===== config.mk =====
export PLATFORM = sky130hd
export DESIGN_NAME = leve_axir_arb
export DESIGN_NICKNAME = d
export VERILOG_FILES = /design/src/rtl/leve_axir_arb.sv
export SDC_FILE = /design/constraint.sdc
export NUM_CORES = 1
export LEC_CHECK = 0
export ABC_AREA = 0
export CORE_MARGIN = 2
export CORE_UTILIZATION = 24
export DETAILED_ROUTE_END_ITERATION = 10
export PLACE_DENSITY = 0.78
export REMOVE_ABC_BUFFERS = 1
export SETUP_SLACK_MARGIN = 0.5
export SLEW_MARGIN = 20
export SYNTH_ARGS = -nofsm -noshare
export SYNTH_HDL_FRONTEND = slang
export SYNTH_SLANG_ARGS = --single-unit

===== constraint.sdc =====
create_clock -name clk -period 1.6 [get_ports clk]
set_input_delay 0.16 -clock clk [delete_from_list [all_inputs] [get_ports clk]]
set_output_delay 0.16 -clock clk [all_outputs]
set_load 0.02 [all_outputs]

===== src/rtl/leve_axir_arb.sv =====
// Two-requester AXI read arbiter: instruction fetch (I) and data load (D) share one
// memory read port, one transaction outstanding, with RLAST/ARLEN consistency checking.
module leve_axir_arb #(
  parameter int unsigned XLEN   = 32,
  parameter int unsigned DATA_W = 32,
  parameter bit          FIXED  = 1'b0
) (
  input  logic              clk,
  input  logic              rst,
  // instruction fetch requester
  input  logic              i_arvalid_i,
  output logic              i_arready_o,
  input  logic [XLEN-1:0]   i_araddr_i,
  input  logic [7:0]        i_arlen_i,
  output logic              i_rvalid_o,
  input  logic              i_rready_i,
  output logic [DATA_W-1:0] i_rdata_o,
  output logic [1:0]        i_rresp_o,
  output logic              i_rlast_o,
  // data load requester
  input  logic              d_arvalid_i,
  output logic              d_arready_o,
  input  logic [XLEN-1:0]   d_araddr_i,
  input  logic [7:0]        d_arlen_i,
  output logic              d_rvalid_o,
  input  logic              d_rready_i,
  output logic [DATA_W-1:0] d_rdata_o,
  output logic [1:0]        d_rresp_o,
  output logic              d_rlast_o,
  // memory side
  output logic              m_arvalid_o,
  input  logic              m_arready_i,
  output logic [XLEN-1:0]   m_araddr_o,
  output logic [7:0]        m_arlen_o,
  input  logic              m_rvalid_i,
  output logic              m_rready_o,
  input  logic [DATA_W-1:0] m_rdata_i,
  input  logic [1:0]        m_rresp_i,
  input  logic              m_rlast_i,
  // status
  output logic [1:0]        gnt_o,
  output logic              err_o
);

  localparam int unsigned LEN_W = 8;

  localparam logic [1:0] S_IDLE = 2'd0;
  localparam logic [1:0] S_ADDR = 2'd1;
  localparam logic [1:0] S_DATA = 2'd2;

  logic [1:0]       state_q, state_d;
  logic [1:0]       gnt_q, gnt_d;
  logic             prefer_d_q, prefer_d_d;
  logic [LEN_W-1:0] cnt_q, cnt_d;
  logic             err_q, err_d;

  logic             in_addr;
  logic             in_data;
  logic             ar_hs;
  logic             beat;
  logic             pick_i;

  // State register
  always_ff @(posedge clk or posedge rst) begin
    if (rst) begin
      state_q    <= S_IDLE;
      gnt_q      <= 2'b00;
      prefer_d_q <= 1'b0;
      cnt_q      <= '0;
      err_q      <= 1'b0;
    end else begin
      state_q    <= state_d;
      gnt_q      <= gnt_d;
      prefer_d_q <= prefer_d_d;
      cnt_q      <= cnt_d;
      err_q      <= err_d;
    end
  end

  assign in_addr = (state_q == S_ADDR);
  assign in_data = (state_q == S_DATA);
  assign ar_hs   = m_arvalid_o & m_arready_i;
  assign beat    = m_rvalid_i & m_rready_o;

  // I wins when alone, under fixed priority, or when it was not the last one served
  assign pick_i  = i_arvalid_i & (~d_arvalid_i | FIXED | ~prefer_d_q);

  // Next-state logic
  always_comb begin
    state_d    = state_q;
    gnt_d      = gnt_q;
    prefer_d_d = prefer_d_q;
    cnt_d      = cnt_q;
    err_d      = err_q;
    case (state_q)
      S_IDLE: begin
        if (i_arvalid_i | d_arvalid_i) begin
          state_d = S_ADDR;
          gnt_d   = pick_i ? 2'b01 : 2'b10;
        end
      end
      S_ADDR: begin
        if (ar_hs) begin
          state_d    = S_DATA;
          cnt_d      = m_arlen_o;
          prefer_d_d = gnt_q[0];
        end
      end
      S_DATA: begin
        if (beat) begin
          cnt_d = cnt_q - LEN_W'(1);
          // RLAST must coincide exactly with the counter reaching zero
          if (m_rlast_i != (cnt_q == '0)) begin
            err_d = 1'b1;
          end
          if (m_rlast_i) begin
            state_d = S_IDLE;
            gnt_d   = 2'b00;
          end
        end
      end
      default: begin
        state_d = S_IDLE;
        gnt_d   = 2'b00;
      end
    endcase
  end

  // Combinational routing between the granted requester and memory
  always_comb begin
    m_arvalid_o = 1'b0;
    m_araddr_o  = '0;
    m_arlen_o   = '0;
    m_rready_o  = 1'b0;
    i_arready_o = 1'b0;
    d_arready_o = 1'b0;
    i_rvalid_o  = 1'b0;
    d_rvalid_o  = 1'b0;
    if (in_addr) begin
      if (gnt_q[0]) begin
        m_arvalid_o = i_arvalid_i;
        m_araddr_o  = i_araddr_i;
        m_arlen_o   = i_arlen_i;
        i_arready_o = m_arready_i;
      end else if (gnt_q[1]) begin
        m_arvalid_o = d_arvalid_i;
        m_araddr_o  = d_araddr_i;
        m_arlen_o   = d_arlen_i;
        d_arready_o = m_arready_i;
      end
    end
    if (in_data) begin
      if (gnt_q[0]) begin
        m_rready_o = i_rready_i;
        i_rvalid_o = m_rvalid_i;
      end else if (gnt_q[1]) begin
        m_rready_o = d_rready_i;
        d_rvalid_o = m_rvalid_i;
      end
    end
  end

  // Payload fans out to both; RVALID qualifies it
  assign i_rdata_o = m_rdata_i;
  assign i_rresp_o = m_rresp_i;
  assign i_rlast_o = m_rlast_i;
  assign d_rdata_o = m_rdata_i;
  assign d_rresp_o = m_rresp_i;
  assign d_rlast_o = m_rlast_i;

  assign gnt_o = gnt_q;
  assign err_o = err_q;

endmodule


==> flow_summary.ini <==
[outcome]
status = complete, but fails checks
failed_checks = setup timing

[power_and_ir_drop]
p_int_mw = 3.09
power.total_mw = 5.73
leakage_nw = 1.52
power.share.clock_pct = 5.3
power_per_cell_area_nw_per_um2 = 1620
p_switching_mw = 2.64
comb_power_share_pct = 83.2
seqPwrFrac_pct = 11.5
max-vdd-ir-drop_mv = 0.704
p_sw_share_pct = 46.1

[global_route]
met1_usage_pct = 26.6
grt_pass1_vias = 2350
overflow = 0
met2_usage_pct = 29.4
grt.total_usage_pct = 21.8
top_usage_layer = met2
grt_max_degree = 31
gr-usage-met3_pct = 17.3
grt_first_pass_wirelength_um = 14300
antenna_found_initial = 0

[synthesis]
muxShareOfSynthArea_pct = 1.73
ys_ff_latch = 14
synth_ff_type = dfrtp_1
async_reset_ff_share_pct = 100
synthAdderAreaFrac_pct = 1.28
synth-simple-area-share_pct = 20.5
synth_top_family_by_area = buffers and inverters
synth_edf_count = 0
synth_compound_area_share_pct = 25.9
synthCells = 267
ys_types = 34
synth_area_um2 = 1950
yosys_warnings = 0
postSynthAreaPerCell_um2 = 7.30
synth_seq_area_share_pct = 18.0
synthXorXnorAreaFrac_pct = 0.449

[setup_path]
cp_slowest_cell = dfrtp_2
rrSetupSlack_ns = -0.09
cp-end-kind = flop
crit_arrival_ns = 1.83
crit_path_start = gnt_o[0]
startpoint_type = flop
cp_common_cell = buf_4
path_buf_inv = 3
worst_r2r_startpoint = gnt_o[0]
rr_worst_depth = 7
critPathRequiredTime_ns = 1.73
r2r-end = cnt_q[6]
crit_family = buffers and inverters
worstSetupPathType = reg2reg
crit_fanout = 11
slowest_delay_ns = 0.44
worstPathCellList = buf_4, nand3b_1, buf_4, a21oi_4, buf_6, o21ai_0, o2bb2ai_1

[final_layout]
fin_nets = 504
antenna_cells = 0
stdcell_area_um2 = 3540
area_growth_pct = 81.4
fin_util_pct = 45.3
drive_above_1_share_pct = 37.0

[drt]
drtAntennaViolNets = 0
wire_per_inst_um = 22.0
vias = 2448
dr.pass1.iters = 4
via_per_inst = 5.10
drcViolationCount = 0
dr.first_iter.drc_count = 112
wl_um = 10600

[place]
gp_congestion = 0.824
io_buffers = 139
dpl.hpwl_um = 7820
placed_area_um2 = 3190

[timing]
setup_ws_ns = -0.0925
slew_headroom_pct = 61.5
hold_ws_ns = 0.275
hold_viol = 0
rsz0062_at_grt = yes
maxSlewViolCount = 0
finalClockSkew_ns = 0.000712
fin_crit_sh_pct = 106
period_minus_slack_ns = 1.69
finalSetupViolCount = 46
max_freq_mhz = 591
worst_pin_slew_ns = 0.576

[floorplan]
pin_count = 242
initial_core_util_pct = 25.0
die_y_um = 94.1
die_w_um = 94.1
core.rowCount = 32
die_area_um2 = 8860
coreArea_um2 = 7810

[clock_tree]
cts.sinks = 14
cts_max_level = 1
clk_latency_ns = 0.25
clk_pin_slew_ns = 0.06
numCtsBuffers = 3
cts_root_buf = clkbuf_8
cts_tree = built
ctsHoldBuffers = 0
cts_max_path_buffers = 2

[flow_run]
cap_violations = 0

[hold_path]
worstHoldPathType = in2async
==> placed cells by master, fill, tap and decap left out, drive strengths merged, types with 3 or more instances in the layout <==
master / count
o22ai: 7
dfrtp: 14
o2bb2ai: 6
nand2: 8
nand3b: 9
buf: 106
a22oi: 35
mux2: 3
clkbuf: 4
a21oi: 12
clkdlybuf4s50: 87
nor2: 45
nor4: 4
inv: 5
nor3: 7
==> cell usage after synthesis, types with 5 or more instances <==
cell type / instances / area (um^2)
clkbuf_1: 11 / 41.3
a21oi_1: 10 / 50.1
nor2_1: 44 / 165
buf_2: 6 / 30.0
inv_1: 5 / 18.8
buf_4: 70 / 526
nand2_1: 8 / 30.0
a22oi_1: 35 / 263
dfrtp_1: 14 / 350
o2bb2ai_1: 6 / 52.6
o22ai_1: 7 / 43.8
nand3b_1: 9 / 67.6
nor3_1: 7 / 35.0
==> per-layer routing <==
layer / wire length, um / up-vias
met2: 4500 / 191
met5: 125 / -
met3: 1720 / 11
met1: 4170 / 1146
li1: - / 1095
met4: 56 / 5
==> worst max path at each step <==
stage,end,cells after the start
global placement,m_araddr_o[30],5
detailed placement,m_araddr_o[22],5
global route,m_araddr_o[30],6
CTS,m_araddr_o[26],6
floorplan,m_arlen_o[0],3
finish,cnt_q[6],7
==> registers in the layout (all words and copies together), names as in the netlist <==
| name | count |
|---|---|
| cnt_q | 8 |
| prefer_d_q | 1 |
| state_q | 2 |
| err_o | 1 |
| gnt_o | 2 |
==> per-stage QoR <==
stage          TNS [ns]  std cells  setup slack [ns]
2_1_floorplan    -58.13        177             -1.37
3_3_place_gp      -6.24        460            -0.175
3_5_place_dp      -7.37        460            -0.206
4_1_cts           -1.81        476           -0.0856
5_1_grt           -6.43        480            -0.177
6_report          -1.98        480           -0.0925
==> area by class of cell <==
cell class                 count  area, um^2
multi-input combinational    158        1090
fill                         791        4270
timing repair buffer         197        1910
sequential                    14         352
tap                          102         128
inverter                       5        18.8
clock buffer                   4        45.0
==> cell families after synthesis <==
| logic type | after synthesis |
|---|---|
| adders and majority gates | 2 |
| xor gates and xnor gates | 1 |
| AOI/OAI and AO/OA | 71 |
| DFF | 14 |
| muxes | 3 |
| and+or+nand+nor | 81 |
| buffers and inverters | 95 |
==> power groups by stage <==
stage / logic [mW] / clock network [mW] / registers (mW)
6_report: 4.77 / 0.303 / 0.659
3_3_place_gp: 3.99 / 0 / 0.636
3_5_place_dp: 4.04 / 0 / 0.648
5_1_grt: 5.07 / 0.335 / 0.678
2_1_floorplan: 1.83 / 0 / 0.788
4_1_cts: 4.53 / 0.316 / 0.655
==> worst reg2reg max path, cell delays in order, from the launching register on <==
cell,delay [ns]
dfrtp_2,0.44
buf_4,0.19
nand3b_1,0.21
buf_4,0.18
a21oi_4,0.18
buf_6,0.15
o21ai_0,0.10
o2bb2ai_1,0.14
==> repair_timing <==
item / 4_1_cts / 5_1_grt
gates resized for setup: 274 / 21
pin swaps: 19 / 22
setup endpoints to repair: 65 / 62
gates cloned: 5 / 1
setup buffers: 7 / 3
(Power assumes the default switching activity.)
